File: config.mk
export PLATFORM = sky130hd
export DESIGN_NAME = branch_ctrl_unit
export DESIGN_NICKNAME = d
export VERILOG_FILES = /design/src/rtl/branch_ctrl_unit.sv
export SDC_FILE = /design/constraint.sdc
export NUM_CORES = 1
export LEC_CHECK = 0
export CORE_UTILIZATION = 57
export CTS_CLUSTER_DIAMETER = 30
export DETAILED_ROUTE_END_ITERATION = 12
export GPL_ROUTABILITY_DRIVEN = 0
export PLACE_DENSITY = 0.83
export SYNTH_ARGS = -nofsm -noshare
export SYNTH_HDL_FRONTEND = slang
export SYNTH_SLANG_ARGS = --single-unit
export TNS_END_PERCENT = 20
File: constraint.sdc
create_clock -name clk -period 3.24 [get_ports clk]
set_input_delay 0.81 -clock clk [delete_from_list [all_inputs] [get_ports clk]]
set_output_delay 0.81 -clock clk [all_outputs]
set_load 0.005 [all_outputs]
File: src/rtl/branch_ctrl_unit.sv
// branch_ctrl_unit: resolves branches one cycle late, keeps a circular return-address stack and holds flush after a taken branch
module branch_ctrl_unit #(
  parameter int PC_W      = 8,
  parameter int RAS_DEPTH = 4,
  parameter int FLUSH_CYC = 2
) (
  input  logic                         clk,
  input  logic                         rst_n,
  input  logic                         valid_in,
  input  logic [2:0]                   btype,
  input  logic                         is_call,
  input  logic [3:0]                   flag_mask,
  input  logic [PC_W-1:0]              target,
  input  logic [PC_W-1:0]              pc_next,
  output logic                         b_take,
  output logic [1:0]                   pc_src,
  output logic [PC_W-1:0]              redirect_pc,
  output logic                         flush,
  output logic [$clog2(RAS_DEPTH):0]   ras_count,
  output logic                         ras_ovf,
  output logic                         ras_unf
);
  localparam int AW = $clog2(RAS_DEPTH);
  localparam int CW = $clog2(FLUSH_CYC + 1);
  localparam logic [0:0] IDLE  = 1'b0;
  localparam logic [0:0] FLUSH = 1'b1;
  logic [0:0]      state;
  logic [CW-1:0]   cnt;
  logic [AW-1:0]   sp;
  logic [PC_W-1:0] ras [RAS_DEPTH];
  logic            cond, take, push, pop, full, empty;
  logic [PC_W-1:0] top;
  always_comb begin
    cond = btype == 3'd1 ? flag_mask[0] :
           btype == 3'd2 ? flag_mask[1] :
           btype == 3'd3 ? flag_mask[2] :
           btype == 3'd4 ? flag_mask[3] :
           btype == 3'd5 ? !flag_mask[0] :
           btype[2] & btype[1];
  end
  assign take  = valid_in && state == IDLE && cond;
  assign push  = take && btype == 3'b110 && is_call;
  assign pop   = take && btype == 3'b111;
  assign full  = ras_count == (AW+1)'(RAS_DEPTH);
  assign empty = ras_count == '0;
  assign top   = ras[sp - AW'(1)];
  assign flush = state == FLUSH;
  // sp is the next write slot; when full it points at the oldest entry, so a push overwrites it
  always_ff @(posedge clk or negedge rst_n) begin
    if (!rst_n) begin
      state       <= IDLE;
      cnt         <= '0;
      sp          <= '0;
      ras_count   <= '0;
      b_take      <= 1'b0;
      pc_src      <= 2'b00;
      redirect_pc <= '0;
      ras_ovf     <= 1'b0;
      ras_unf     <= 1'b0;
      for (int i = 0; i < RAS_DEPTH; i++) ras[i] <= '0;
    end else begin
      b_take      <= take;
      pc_src      <= !take ? 2'b00 : pop ? 2'b10 : 2'b01;
      redirect_pc <= !take ? '0 : pop ? (empty ? '0 : top) : target;
      if (take) begin
        state <= FLUSH;
        cnt   <= CW'(FLUSH_CYC);
      end else if (state == FLUSH) begin
        state <= cnt == CW'(1) ? IDLE : FLUSH;
        cnt   <= cnt - CW'(1);
      end
      if (push) begin
        ras[sp]   <= pc_next;
        sp        <= sp + AW'(1);
        ras_count <= full ? ras_count : ras_count + (AW+1)'(1);
        ras_ovf   <= ras_ovf | full;
      end
      if (pop) begin
        if (empty) ras_unf <= 1'b1;
        else begin
          sp        <= sp - AW'(1);
          ras_count <= ras_count - (AW+1)'(1);
        end
      end
    end
  end
endmodule

======== After elaboration in Yosys (flattened, before gate mapping) ========
Index checks and enable logic that the tools add are counted.
word-level totals
  input port bits ......................... 27
  bits in registers ....................... 53
cells by class
  $add $sub $neg .......................... 5
  muxes and demuxes ....................... 28
  reductions and logical operators ........ 10
  equality and inequality tests ........... 9
  magnitude comparators ................... 3
  bitwise logic cells ..................... 5
operator list
  operator             number
  $mux 8               6
  $bwmux 32            1
  $bmux 8 s2           1
  $demux 8 s2          1
  $eq 3x3->1 const B   5
  $mux 2               7
  $mux 3               4
  $mux 1               8
  $eq 3x2->1 const B   2
  $ge 3x3->1 const B   2
  $logic_and 1x1->1    6
  $not 2->3            2
  $sub 2x1->2 const B  2
  $add 3x1->3 const B  1
  $eq 3x1->1 const B   1
  $logic_not 3->1      1
  $lt 3x1->1 const B   1
  $sub 3x1->3 const B  1
  $add 2x1->2 const B  1
  $eq 2x1->1 const B   1
  $reduce_and 2->1     1
  $reduce_bool 2->1    1
  $and 1x1->1          1
  $logic_not 1->1      1
  other kinds (2)      2

======== Longest topological paths before layout ========
Gate-level depths: netlist of run 1.
  depth after elaboration ................. 12
  mapped depth ............................ 7

======== Least setup slack after synthesis of run 1 ========
OpenSTA, ideal clock, no wires.
  path kind ............................... register to register
  start ................................... register sp[0]
  end ..................................... register redirect_pc[1]
  setup time .............................. 130 ps
  setup slack ............................. 1269 ps
  cell stages (with the launch flop) ...... 8
  path buffers ............................ 2
  arrival ................................. 1841 ps
  cells stage by stage .................... dfrtp_1 -> buf_2 -> inv_1 -> ha_1 -> buf_1 -> mux4_2 -> a22oi_1 -> nor2_1
on the way
  word-level cells in the longest chain between the ends .. 8
ends and longest elaborated chain
  element                                     line  RTL
  start: declaration                          29    logic [AW-1:0] sp;
  start signal: assignment                    74    sp <= sp + AW'(1);
  start signal: assignment                    81    sp <= sp - AW'(1);
  $sub 2x1->2                                 46    assign top = ras[sp - AW'(1)];
  $not 2->3 (implied by the code)             46
  $bmux 8 s2                                  46
  $mux 8 (implied by the code) (2 in series)  46
  $mux 8 (3 in series)                        64    redirect_pc <= !take ? '0 : pop ? (empty ? '0 : top) : target;
  end signal: assignment                      64
  end: declaration                            17    output logic [PC_W-1:0] redirect_pc,
No other way between the ends. The select of a mux whose other input is x is not followed.
A chain may end at the register's enable or synchronous reset.

======== Worst setup path after layout of run 1 ========
  start ................................... input port btype[2]
  end ..................................... register sp[0]
on the way
  word-level cells in the longest chain between the ends .. 12
  elaborated cells on any way between the ends .. 20
  classes of those cells .................. 7 x eq/ne; 8 x mux; 1 x bitwise; 4 x reduce/logical
ends and longest elaborated chain
  element                                    line    RTL
  start: declaration                         10      input logic [2:0] btype,
  $eq 3x3->1 or $and 1x1->1 (tied branches)  38, 39
  $mux 1                                     38      btype == 3'd5 ? !flag_mask[0] :
  $mux 1                                     37      btype == 3'd4 ? flag_mask[3] :
  $mux 1                                     36      btype == 3'd3 ? flag_mask[2] :
  $mux 1                                     35      btype == 3'd2 ? flag_mask[1] :
  $mux 1                                     34      cond = btype == 3'd1 ? flag_mask[0] :
  $logic_and 1x1->1                          41      assign take = valid_in && state == IDLE && cond;
  $logic_and 1x1->1 (2 in series)            42      assign push = take && btype == 3'b110 && is_call;
  $mux 2                                     72      if (push) begin
  $mux 2                                     79      if (empty) ras_unf <= 1'b1;
  $mux 2 (*)                                 78      if (pop) begin
Mark *: on every way between the ends. The rest lies on a longest branch, timed or not.

==> results of run 1 <==
[cell usage in the layout, fill, tap and decap left out, types with 3 or more instances in the layout]
cell type,n
nand2b_1,3
nand2_8,3
nand3_1,3
clkdlybuf4s50_1,42
nor2_1,4
mux2_2,8
dfrtp_1,53
a32o_1,7
nand2_1,7
clkbuf_8,7
ha_1,8
inv_1,8
mux4_2,8
mux2_4,24
[routing by layer]
metal | track usage | vias up | share of wire
met1 | 0.317 | 820 | 0.43
met5 | 0 | - | 0
met3 | 0.0610 | 9 | 0.056
met2 | 0.392 | 53 | 0.50
li1 | - | 733 | -
met4 | 0.0658 | 0 | 0.013
[Yosys cell counts (2+ instances only)]
cell type,instances,area [sq um]
dfrtp_1,53,1330
mux2_4,24,360
ha_1,8,100
inv_1,8,30.0
mux2_2,8,90.1
mux4_2,8,180
a32o_1,7,70.1
nand2_1,7,26.3
nor2_1,4,15.0
nand2_8,3,60.1
nand2b_1,3,18.8
nand3_1,3,15.0
a211oi_1,2,15.0
a21o_1,2,15.0
a21oi_1,2,10.0
and2_1,2,12.5
buf_2,2,10.0
nor2b_1,2,12.5
o211ai_1,2,15.0
o21ai_0,2,10.0
xnor2_1,2,17.5
[flip-flops by register name, summed over array words and instances (netlist names)]
name and cells:
b_take 1, cnt 2, flush 1, pc_src 2, ras 32, ras_count 3, ras_ovf 1, ras_unf 1
redirect_pc 8, sp 2
[critical path, delay by kind of cell]
family / cells / cell delay (ns)
simple gates: 3 / 1.31
buf+inv: 1 / 0.59
xor+xnor: 1 / 0.17
[report_power, final]
part	leakage (nW)	total, W	switching (W)	internal, W
sequential	0.705	0.000951	0.000114	0.000837
combinational	0.737	0.000769	0.000328	0.000441
clock	0.0542	0.000400	0.000206	0.000193
[logic make-up (layout without fill, tap and decap cells)]
family	Yosys count	in the layout	share of synthesized area
XOR/XNOR	2	2	0.00677
AO/OA/AOI/OAI	27	27	0.0827
adder cells (fa/ha/maj)	8	8	0.0387
multiplexers	40	40	0.244
flip-flops	53	53	0.512
AND/OR/NAND/NOR	31	31	0.0884
buffers and inverters	13	61	0.0276
[final cells by class]
cell class / count / area [sq um] / area share
sequential: 53 / 1330 / 0.420
multi-input combinational: 108 / 1190 / 0.378
timing repair buffer: 45 / 440 / 0.140
clock buffer: 7 / 96.3 / 0.0305
tap: 52 / 65.1 / 0.0206
inverter: 8 / 30.0 / 0.00952
clock inverter: 1 / 5.00 / 0.00159
[per-stage QoR]
stage               area (sq um)   util  power, W
floorplan                   2590      -   0.00145
global placement            3050  0.701   0.00168
detailed placement          3050  0.701   0.00173
CTS                         3150  0.724   0.00213
global route                3150  0.724   0.00224
finish                      3150  0.724   0.00212
[path summary, 6_finish.rpt]
| check | end | cells after the start | start |
|---|---|---|---|
| max in group asynchronous | pc_src[1] | 2 | rst_n |
| worst max register to register | sp[0] | 6 | ras_count[1] |
| worst max-delay path | sp[0] | 5 | btype[2] |
| min in group clk | ras_unf | 1 | ras_unf |
| worst min register to register | ras_unf | 1 | ras_unf |
| worst min-delay path | ras_count[0] | 1 | rst_n |
==> impl_metrics.tcl, run 1 <==
set metrics [dict create \
    worstSetupStartpointType "input pin" \
    fill_cells 282 \
    ys_ff_latch 53 \
    fin_skew_ns 0.00656 \
    clk_latency_ns 0.30 \
    yosysSeqAreaShare 0.512 \
    irDropWorstVdd_mv 0.420 \
    post_cts_buffers 0 \
    die_area_sq_um 4810 \
    dp_slack_ns 0.250 \
    relSlewSlack 0.198 \
    crit_chain "clkdlybuf4s50_1 -> nand3_1 -> nor4_2 -> nor2_1 -> xnor2_1" \
    wl_per_cell_um 18.9 \
    rsz0062_at_grt "no" \
    htree_num_levels 2 \
    setup_slack_ns 0.533 \
    synthFlopType "dfrtp_1" \
    leakage_nw 1.50 \
    cts-root-buf "clkbuf_8" \
    start_util 0.595 \
    grt_pass1_vias 1789 \
    power.density_nw_per_um2 672 \
    finalHoldViolCount 0 \
    grt_start_max_net_pins 39 \
    num_io_pins 44 \
    r2r_slack_ns 0.91 \
    drv_slew 0 \
    dp_hpwl_um 3600 \
    vias_per_cell 5.89 \
    cp_max_fo 13 \
    initialDrtViolationCount 98 \
    dpl.cell_count 266 \
    fin_crit_sh 0.836 \
    setup_tns_ns 0 \
    ant_nets 0 \
    post-route-drc-count 0 \
    fin_nets 256 \
    fmax_ghz 0.369 \
    die_height_um 69.4 \
    firstDrtPassIters 4 \
    cts_buffer_depth 2 \
    setup_viol 0 \
    maxCapViolations 0 \
    syn_nets 209 \
    crit_arrival_ns 2.90 \
    cts_sinks 53 \
    cts_tree "done" \
    grt_antenna_before_repair 0 \
    cts_resized 0 \
    ys_types 41 \
    cts-hold-fix-buffers 0 \
    end_kind "register" \
    wl_um 5190 \
    synth_edf_count 0 \
    holdWs_ns 0.402 \
    critPathRequiredTime_ns 3.43 \
    num_rows 24 \
    crit_type "input pin to register" \
    netlist_area_sq_um 2590 \
    fp.dieW_um 69.4 \
    path_clk_slew_ns 0.09 \
    async_reset_ff_frac 1.00 \
    vias 1615 \
    netlist_instances 174 \
    numCtsBuffers 5 \
    portBuffers 43 \
    grt_usage 0.238 \
    critPathMaxStageDelay_ns 0.94 \
    layout.cells.non_filler 274 \
    grt_first_pass_wirelength_um 8830 \
    yosysWarnings 0 \
    min_path_type "input pin to async pin" \
    outcome "completed" \
    worst_slew_pin_slew_ns 1.19 \
    antenna_cells 0 \
    synth_area_per_cell_sq_um 14.9 \
    grt_overflow 0 \
    cp_slowest_cell "nor4_2" \
    drive_gt1_frac 0.266 \
    area_growth_pct 21.8 \
    core_sq_um 4350 \
    final.min_clock_period_ns 2.71 \
]
(Power assumes the default switching activity.)
==> run 2: changes to the inputs <==
- CORE_UTILIZATION: 57 -> 48
- PLACE_DENSITY: 0.83 -> 0.74
- clock period: 3.24 -> 2.2 ns (I/O delays scaled with it)
==> impl_metrics.tcl, run 2 (synthesized netlist as in run 1, its figures left out) <==
set metrics [dict create \
    firstDrtPassIters 4 \
    fin_crit_sh 0.947 \
    multi_input_area_sq_um 1210 \
    crit_type "input pin to register" \
    grt_usage 0.216 \
    final-seq-area_sq_um 1330 \
    min_path_type "input pin to async pin" \
    antenna_cells 0 \
    portBuffers 43 \
    end_kind "register" \
    drive_gt1_frac 0.312 \
    largest-register "ras" \
    finalPower_w 0.00323 \
    post-route-drc-count 0 \
    die_height_um 75.4 \
    ant_nets 0 \
    wl_per_cell_um 17.4 \
    cts_buffer_depth 2 \
    fill_cells 426 \
    cts_sinks 53 \
    critPathRequiredTime_ns 2.39 \
    worst_slew_pin_slew_ns 0.699 \
    rsz0062_at_grt "no" \
    fin_nets 271 \
    cts-root-buf "clkbuf_8" \
    power.density_nw_per_um2 972 \
    path_clk_slew_ns 0.10 \
    largest_reg_flops 32 \
    htree_num_levels 2 \
    grt_antenna_before_repair 0 \
    relSlewSlack 0.531 \
    clk_latency_ns 0.31 \
    fmax_ghz 0.480 \
    largestRegisters "ras: 32 flops, redirect_pc: 8 flops, ras_count: 3 flops" \
    wl_um 5350 \
    die_area_sq_um 5690 \
    initialDrtViolationCount 71 \
    final.min_clock_period_ns 2.08 \
    r2r_slack_ns 0.32 \
    maxCapViolations 0 \
    start_util 0.504 \
    cts-hold-fix-buffers 0 \
    rr_startpoint "sp[1]" \
    final_cell_mix "53 x dfrtp_1, 42 x clkdlybuf4s50_1, 24 x mux2_4" \
    dp_hpwl_um 3640 \
    crit_arrival_ns 2.28 \
    leakage_nw 1.58 \
    num_rows 26 \
    setup_viol 0 \
    layout.cells.non_filler 307 \
    finalHoldViolCount 0 \
    drv_slew 0 \
    vias 1689 \
    num_io_pins 44 \
    reg2reg_depth 5 \
    area_growth_pct 28.2 \
    core_sq_um 5140 \
    grt_start_max_net_pins 34 \
    cts_tree "done" \
    dpl.cell_count 299 \
    worstSetupStartpointType "input pin" \
    timing.rr.end "redirect_pc[1]" \
    irDropWorstVdd_mv 0.479 \
    grt_first_pass_wirelength_um 8740 \
    cp_max_fo 8 \
    outcome "completed" \
    mostFrequentLayoutCell "dfrtp_1" \
    fp.dieW_um 75.4 \
    numCtsBuffers 5 \
    grt_overflow 0 \
    fin_skew_ns 0.00972 \
    grt_pass1_vias 1796 \
    vias_per_cell 5.50 \
]
-- run 2: cell count changes in the layout (fill, tap and decap cells not counted) --
cell     delta
nor4b_2     -1
buf_12      +1
nor4_2      -1
nor4b_4     +1
buf_4      +14
nor4_4      +1
-- run 2: worst max-delay path by stage --
| stage | from | endpoint | depth (start not counted) |
|---|---|---|---|
| after floorplan | sp[0] | redirect_pc[1] | 7 |
| after global placement | btype[0] | sp[0] | 5 |
| after detailed placement | btype[0] | redirect_pc[2] | 5 |
| after CTS | btype[2] | ras[6] | 6 |
| after global routing | btype[2] | cnt[0] | 8 |
| final | btype[1] | ras[27] | 6 |
-- run 2: power by group --
group,switching (W),internal [W]
combinational,0.000533,0.000725
clock,0.000314,0.000285
sequential,0.000139,0.00123
-- run 2: metal layers --
metal / up-vias / part of all wire / track usage
li1: 765 / - / -
met1: 875 / 0.45 / 0.279
met2: 42 / 0.49 / 0.357
met3: 7 / 0.038 / 0.0410
met4: 0 / 0.017 / 0.0926
met5: - / 0 / 0
-- run 2: layout make-up --
class,count,share of cell area
Multi-Input combinational cell,108,0.364
Inverter,8,0.00905
Sequential cell,53,0.400
Timing Repair Buffer,60,0.170
Clock buffer,7,0.0290
Clock inverter,1,0.00151
Tap cell,70,0.0264
-- run 2: critical path, stage by stage --
cell and delay, ns:
clkdlybuf4s50_1 0.55, buf_4 0.15, and4b_1 0.27, and2_4 0.30, nand2_8 0.12, mux2_4 0.32
-- run 2: metrics by stage --
step / hold WS, ns / util / cell area [sq um] / worst slack (ns) / TNS, ns
2_1_floorplan: 0.254 / - / 2590 / 0.229 / 0
3_5_place_dp: 0.448 / 0.623 / 3200 / -0.401 / -8.57
3_3_place_gp: 0.449 / 0.623 / 3200 / -0.380 / -7.87
5_1_grt: 0.220 / 0.646 / 3320 / 0.0457 / 0
4_1_cts: 0.200 / 0.644 / 3310 / 0.0875 / 0
6_report: 0.195 / 0.646 / 3320 / 0.116 / 0
-- run 2: repair_timing --
item                       in CTS  in global routing
setup endpoints to repair       6                  1
pin swaps                       0                  0
setup buffers                   0                  0
resized for setup               1                  1
